===== src/rtl/control_sequencer.sv =====
// -----------------------------------------------------------------------------
// control_sequencer
//
// Top-level instruction sequencer. It fetches a 16-bit instruction from program
// memory and decodes the opcode in ir[15:12]. For unit opcodes it starts one
// execution FSM (ALU, ALUI, MOV or MOVI) and grants that FSM the shared bus
// until the FSM reports done. It then pulses PC_inc, bumps the retired counter
// and fetches the next instruction. A watchdog traps a memory read or unit
// handshake that never completes. HALT and FAULT are terminal until reset.
//
// Parameters
//   TIMEOUT      cycles allowed in FETCH or WAIT before FAULT (2..255)
//
// Ports
//   clk          system clock, rising edge
//   rst          synchronous active-high reset
//   mem_data     instruction word, valid while mem_ready=1
//   mem_ready    memory read complete
//   mem_rd       memory read request (FETCH)
//   PC_inc       one-cycle program counter increment (ADVANCE)
//   ir           latched instruction register
//   unit_start   one-hot start pulse: bit0 ALU, bit1 ALUI, bit2 MOV, bit3 MOVI
//   unit_done    done flags from the execution FSMs, same bit order
//   bus_grant    one-hot bus ownership, same bit order
//   illegal      one-cycle pulse when an undefined opcode is decoded
//   halted       sticky, set by HALT
//   fault        sticky, set by watchdog timeout
//   instr_count  retired-instruction counter, wraps at 16 bits
//
// Every output is Moore: decoded only from the registered state, ir and
// counters, never from an input in the same cycle.
// -----------------------------------------------------------------------------
module control_sequencer #(
  parameter int unsigned TIMEOUT = 16
) (
  input  logic        clk,
  input  logic        rst,
  input  logic [15:0] mem_data,
  input  logic        mem_ready,
  output logic        mem_rd,
  output logic        PC_inc,
  output logic [15:0] ir,
  output logic [3:0]  unit_start,
  input  logic [3:0]  unit_done,
  output logic [3:0]  bus_grant,
  output logic        illegal,
  output logic        halted,
  output logic        fault,
  output logic [15:0] instr_count
);

  // Out-of-range TIMEOUT values would break the 8-bit watchdog compare.
  if (TIMEOUT < 2 || TIMEOUT > 255) begin : g_bad_timeout
    $error("control_sequencer: TIMEOUT must be in 2..255");
  end

  typedef enum logic [2:0] {
    ST_IDLE,
    ST_FETCH,
    ST_DECODE,
    ST_DISPATCH,
    ST_WAIT,
    ST_ADVANCE,
    ST_HALT,
    ST_FAULT
  } state_t;

  localparam logic [3:0] OP_NOP  = 4'h0;
  localparam logic [3:0] OP_ALUI = 4'h1;
  localparam logic [3:0] OP_ALU  = 4'h2;
  localparam logic [3:0] OP_MOV  = 4'h3;
  localparam logic [3:0] OP_MOVI = 4'h4;
  localparam logic [3:0] OP_HALT = 4'hF;

  // The watchdog holds the number of cycles already spent in the current
  // FETCH/WAIT visit, so it equals TIMEOUT-1 on the TIMEOUT-th cycle.
  localparam logic [7:0] WDOG_LAST = 8'(TIMEOUT - 1);

  state_t      state_q, state_d;
  logic [15:0] ir_q, ir_d;
  logic [15:0] count_q, count_d;
  logic [7:0]  wdog_q, wdog_d;

  logic [3:0]  unit_sel;
  logic        op_nop;
  logic        op_halt;
  logic        op_illegal;
  logic        wdog_expired;
  logic        unit_finished;

  // Opcode decode from the instruction register. unit_sel is the one-hot unit
  // that owns this instruction; it stays zero for NOP, HALT and illegal codes.
  always_comb begin
    unit_sel   = 4'b0000;
    op_nop     = 1'b0;
    op_halt    = 1'b0;
    op_illegal = 1'b0;
    case (ir_q[15:12])
      OP_NOP:  op_nop   = 1'b1;
      OP_ALU:  unit_sel = 4'b0001;
      OP_ALUI: unit_sel = 4'b0010;
      OP_MOV:  unit_sel = 4'b0100;
      OP_MOVI: unit_sel = 4'b1000;
      OP_HALT: op_halt  = 1'b1;
      default: op_illegal = 1'b1;
    endcase
  end

  // Only the done flag of the unit that owns the bus can finish WAIT.
  assign unit_finished = |(unit_done & unit_sel);
  assign wdog_expired  = (wdog_q == WDOG_LAST);

  // State register and datapath flops. Reset wins over every transition, so an
  // instruction in flight is abandoned without retiring.
  always_ff @(posedge clk) begin
    if (rst) begin
      state_q <= ST_IDLE;
      ir_q    <= 16'h0000;
      count_q <= 16'h0000;
      wdog_q  <= 8'h00;
    end else begin
      state_q <= state_d;
      ir_q    <= ir_d;
      count_q <= count_d;
      wdog_q  <= wdog_d;
    end
  end

  // Next-state logic. The watchdog is cleared on every transition into FETCH
  // or WAIT and counts up while the state is held; completion is checked
  // before expiry so a handshake on the final allowed cycle still succeeds.
  always_comb begin
    state_d = state_q;
    ir_d    = ir_q;
    count_d = count_q;
    wdog_d  = wdog_q;

    case (state_q)
      ST_IDLE: begin
        state_d = ST_FETCH;
        wdog_d  = 8'h00;
      end

      ST_FETCH: begin
        if (mem_ready) begin
          ir_d    = mem_data;
          state_d = ST_DECODE;
        end else if (wdog_expired) begin
          state_d = ST_FAULT;
        end else begin
          wdog_d = wdog_q + 8'h01;
        end
      end

      ST_DECODE: begin
        if (op_halt) begin
          state_d = ST_HALT;
        end else if (unit_sel != 4'b0000) begin
          state_d = ST_DISPATCH;
        end else begin
          // NOP and illegal opcodes both retire through ADVANCE.
          state_d = ST_ADVANCE;
        end
      end

      ST_DISPATCH: begin
        state_d = ST_WAIT;
        wdog_d  = 8'h00;
      end

      ST_WAIT: begin
        if (unit_finished) begin
          state_d = ST_ADVANCE;
        end else if (wdog_expired) begin
          state_d = ST_FAULT;
        end else begin
          wdog_d = wdog_q + 8'h01;
        end
      end

      ST_ADVANCE: begin
        count_d = count_q + 16'h0001;
        state_d = ST_FETCH;
        wdog_d  = 8'h00;
      end

      ST_HALT:  state_d = ST_HALT;
      ST_FAULT: state_d = ST_FAULT;

      default: state_d = ST_IDLE;
    endcase
  end

  // Moore output decode. The grant is taken from the decoded opcode, which is
  // one-hot by construction, so it can never be multi-hot.
  always_comb begin
    mem_rd     = 1'b0;
    PC_inc     = 1'b0;
    unit_start = 4'b0000;
    bus_grant  = 4'b0000;
    illegal    = 1'b0;
    halted     = 1'b0;
    fault      = 1'b0;

    case (state_q)
      ST_FETCH:    mem_rd = 1'b1;
      ST_DECODE:   illegal = op_illegal & ~op_nop;
      ST_DISPATCH: begin
        unit_start = unit_sel;
        bus_grant  = unit_sel;
      end
      ST_WAIT:     bus_grant = unit_sel;
      ST_ADVANCE:  PC_inc = 1'b1;
      ST_HALT:     halted = 1'b1;
      ST_FAULT:    fault = 1'b1;
      default: ;
    endcase
  end

  assign ir          = ir_q;
  assign instr_count = count_q;

endmodule


===== config.mk =====
export PLATFORM = sky130hd
export DESIGN_NAME = control_sequencer
export DESIGN_NICKNAME = d
export VERILOG_FILES = /design/src/rtl/control_sequencer.sv
export SDC_FILE = /design/constraint.sdc
export NUM_CORES = 1
export LEC_CHECK = 0
export ABC_AREA = 1
export BUFFER_PORTS_ARGS = -buffer_cell sky130_fd_sc_hd__buf_2
export CAP_MARGIN = 20
export CORE_ASPECT_RATIO = 1.5
export CORE_UTILIZATION = 40
export DETAILED_ROUTE_END_ITERATION = 7
export GPL_ROUTABILITY_DRIVEN = 0
export MAX_ROUTING_LAYER = met4
export PLACE_DENSITY_LB_ADDON = 0.08
export SYNTH_ARGS = -nofsm -noshare
export SYNTH_HDL_FRONTEND = slang
export SYNTH_SLANG_ARGS = --single-unit

===== constraint.sdc =====
create_clock -name clk -period 4.15 [get_ports clk]
set_clock_uncertainty 0.05 [all_clocks]
set_input_delay 0.6225 -clock clk [delete_from_list [all_inputs] [get_ports clk]]
set_output_delay 0.6225 -clock clk [all_outputs]
set_load 0.005 [all_outputs]

# ---- Word level (Yosys, flattened, before mapping)
# Cells that the tools add are included.
# W data, S select, Z words.
dict set report totals {
  output_inout_bits 45
  wordCells 56
  regBits 43
}
dict set report op_classes {
  muxes 21
  n_reduce_logical 11
  n_eq_ne 15
  n_bitwise 3
  add_sub_neg 2
}
# operator count
set ops {}
lappend ops {{$mux W8} 3}
lappend ops {{$pmux W8 S3} 1}
lappend ops {{$pmux W3 S7} 1}
lappend ops {{$add A16 B1 Y16 const B} 1}
lappend ops {{$pmux W4 S4} 1}
lappend ops {{$mux W3} 5}
lappend ops {{$eq A3 B3 Y1 const B} 4}
lappend ops {{$add A8 B1 Y8 const B} 1}
lappend ops {{$eq A4 B2 Y1 const B} 2}
lappend ops {{$eq A8 B4 Y1 const B} 1}
lappend ops {{$mux W1} 8}
lappend ops {{$mux W4} 2}
lappend ops {{$eq A3 B2 Y1 const B} 2}
lappend ops {{$reduce_or A6 Y1} 1}
lappend ops {{$and A4 B4 Y4} 1}
lappend ops {{$eq A4 B1 Y1 const B} 1}
lappend ops {{$eq A4 B3 Y1 const B} 1}
lappend ops {{$eq A4 B4 Y1 const B} 1}
lappend ops {{$logic_not A4 Y1} 1}
lappend ops {{$ne A2 B2 Y1 const B} 2}
lappend ops {{$reduce_bool A4 Y1} 1}
lappend ops {{$reduce_or A2 Y1} 2}
lappend ops {{$reduce_or A4 Y1} 1}
lappend ops {{$eq A3 B1 Y1 const B} 1}
lappend ops {{7 further kinds} 7}

# ---- Depth between registers and ports, before layout
dict set report logic_depth {
  word_depth 6
  ltp_mapped 10
  ltp_nobuf 10
}

# ---- Worst setup path before layout
# No wires, ideal clock.
dict set report synth_timing {
  path_kind {reg2out}
  from {register state_q[1]}
  to {output illegal}
  required_time_ps 3477
  stages_incl_launch_ff 6
  slack_ps 2553
  path_buffers 1
  arrival_ps 925
  cell_sequence {dfxtp_1 buf_6 inv_2 nor3_1 nand2_1 nor3b_1}
}
dict set report synth_via {
  elab_chain_cells 2
}
# element line_no
set synth_lines {}
lappend synth_lines {{start: declaration} 79} ;# state_t state_q, state_d;
lappend synth_lines {{start signal: assignment} 122} ;# state_q <= state_d;
lappend synth_lines {{$eq A3 B2 Y1} 205} ;# case (state_q)
lappend synth_lines {{$mux W1} 205}
lappend synth_lines {{end: declaration} 46} ;# output logic illegal,
# Every way passes these cells.

# ---- Worst setup path after layout
# Ends and elaborated chain as after synthesis.

==> summary.md <==
| Metric | Value |
|---|---|
| Max Cap Viol | 0 |
| CP endpoint kind | output port |
| Leakage | 1.28 nW |
| Max-slew violations | 0 |
| Clock insertion delay at the later pin of the skew report | 0.29 ns |
| Unique masters post-synth | 35 |
| P&R area growth vs syn | 21.0% |
| Post-CTS Resized | 0 |
| Initial Utilization | 0.414 |
| Antenna diode count | 0 |
| Worst slew margin | 0.544 |
| RSZ-0062 raised after global routing | no |
| Core area | 5490 um2 |
| TritonCTS buffer count | 5 |
| Number of flops mapped to enable cells by yosys | 0 |
| CTS root buf | clkbuf_8 |
| Rows | 33 |
| WP data arrival | 1.59 ns |
| Period utilization | 0.544 |
| CTS tree | yes |
| Port buffer count | 67 |
| Via density | 4.79 |
| Fillers | 594 |
| Type of origin of the critical path | flip-flop |
| Pre-Repair DR Iteration Count | 5 |
| Post-synth top area cell | dfxtp_1 |
| Finished Core Util | 0.501 |
| CP max-delay cell | dfxtp_1 |
| Largest net degree at the start of global routing | 27 |
| Clock Path Buffers | 2 |
| Fin. Hold Viols | 0 |
| Cell Area, Synth | 2280 um2 |
| Crit path kind | reg -> out |
| Vias in the first global route | 2014 |
| DR WL/cell | 10.9 um |
| Die width | 63.6 um |
| WL final | 5060 um |
| Yosys warning count | 0 |
| Peak supply drop | 0.177 mV |
| Die Ht | 94.4 um |
| Clk sinks | 43 |
| Hold buffers post-CTS | 0 |
| Initial antenna violation count | 0 |
| Commonest cells in the synthesized netlist | 72 x nor2_1, 60 x nand2_1, 43 x dfxtp_1 |
| Status | complete, no violations |
| Gate Count Post-Synth | 330 |
| Total Routing Usage GR | 0.188 |
| Final number of setup-violating endpoints | 0 |
| Initial DRC count | 98 |
| Detailed placement HPWL | 3910 um |
| Mapped Avg Cell Area | 6.90 um2 |
| Critical Path RT | 3.48 ns |
| Top Ports | 68 |
| Gr ovfl total | 0 |
| Sequential-to-total area share from yosys stat | 0.378 |
| H-tree lvl count | 2 |
| Buf+Inv Stages, Crit Path | 2 |
| Vias | 2229 |
| Post-Syn Nets | 355 |
| Worst path cell trace | inv_2, nor3_1, nand2_1, nor3b_1, buf_2 |
| Proportion of layout cells with a drive suffix above 1 | 0.248 |
| Count leader, synth | nor2_1 |
| Max Fclk | 443 MHz |
| Cell Pwr Density | 358 nW/um2 |
| Yosys top cell area share | 0.378 |
| Nets@finish | 420 |
| Synth Flop Type | dfxtp_1 |
| Area of the multi-input gates | 1230 um2 |
| Die area | 6000 um2 |
| Final Power | 985 uW |
| Reg area | 861 um2 |
| Tmin final | 2.26 ns |
| Setup TNS | 0 ns |
| Synth Register Bits | 43 |
| Top cells by area, synth | dfxtp_1 38%, nor2_1 12%, nand2_1 9.9% |
| Total setup buffers inserted after CTS | 0 |
| Post-synth ARST share | 0 |
| Max incr delay on CP | 0.57 ns |
| Drt drc | 0 |
| Post-route ant nets | 0 |
| Worst hold path class | reg -> reg |
| First-pass GRT wire length | 8700 um |
| CP delay by family, top | flip-flops |
| Clock slew at reported path FFs | 0.08 ns |
| Slew @ Worst Pin | 0.683 ns |
| Worst-path maximum fanout | 9 |
-- where the power goes --
group          switching, mW  internal [mW]  leakage [nW]
Combinational          0.124         0.0762         0.884
Sequential            0.0301          0.440         0.349
Clock                  0.138          0.176        0.0513
Total                  0.292          0.693          1.28
-- sequential cells by signal (all words and copies together), names as in the netlist --
signal / count
ir: 16
state_q: 3
wdog_q: 8
instr_count: 16
-- path summary, 6_finish.rpt --
check | cells after the start | slack [ns] | from | endpoint
setup / recovery | 5 | 1.89 | state_q[1]$_SDFF_PP0_ | illegal
hold / removal | 2 | 0.44 | ir[4]$_SDFFE_PP0P_ | ir[4]$_SDFFE_PP0P_
setup reg to reg | 9 | 2.34 | state_q[2]$_SDFF_PP0_ | wdog_q[2]$_SDFFE_PP0P_
hold reg to reg | 2 | 0.44 | ir[4]$_SDFFE_PP0P_ | ir[4]$_SDFFE_PP0P_
-- placed cells by master, fill, tap and decap left out, drive strengths merged --
master	count
nor2	81
buf	67
nand2	66
dfxtp	43
inv	36
nand3	33
o21ai	25
a21oi	15
clkbuf	6
xor2	5
nor3	3
nand3b	2
a211oi	2
a31oi	2
ha	2
o21bai	2
nor3b	1
xnor2	1
nand4	1
o2111ai	1
bufinv	1
-- routing by layer --
layer / share of wire / track usage / up-vias
met1: 0.43 / 0.201 / 995
met3: 0.031 / 0.0350 / 6
li1: - / - / 1182
met2: 0.52 / 0.341 / 46
met5: 0 / - / -
met4: 0.015 / 0.0625 / 0
-- worst reg2reg max path: cells and delay by family (launching register included) --
family,cells,cell delay (ns)
compound gates,1,0.07
buf+inv,1,0.13
flops,1,0.51
simple gates,7,0.92
-- kinds of logic (layout without fill, tap and decap cells) --
| group | after synthesis | count (layout) | share of synthesized area |
|---|---|---|---|
| DFF | 43 | 43 | 0.378 |
| and+or+nand+nor | 187 | 187 | 0.389 |
| xor gates and xnor gates | 6 | 6 | 0.0231 |
| AOI/OAI and AO/OA | 47 | 47 | 0.119 |
| buffers and inverters | 45 | 110 | 0.0803 |
| adders and majority gates | 2 | 2 | 0.0110 |
-- per-stage QoR --
stage	std cells	hold WS, ns	setup slack (ns)	area (um2)
6_report	465	0.440	1.89	2750
5_1_grt	465	0.464	1.76	2750
3_5_place_dp	458	0.423	2.18	2650
2_1_floorplan	330	0.416	2.55	2280
4_1_cts	465	0.444	1.85	2750
3_3_place_gp	458	0.409	2.19	2650
-- layout make-up --
class,instances,area share
clock inverter,1,0.0109
inverter,36,0.0491
timing repair buffer,67,0.122
tap,70,0.0318
multi-input combinational,242,0.448
sequential,43,0.313
clock buffer,6,0.0264
Note: power is estimated with default switching activity, not from simulation.
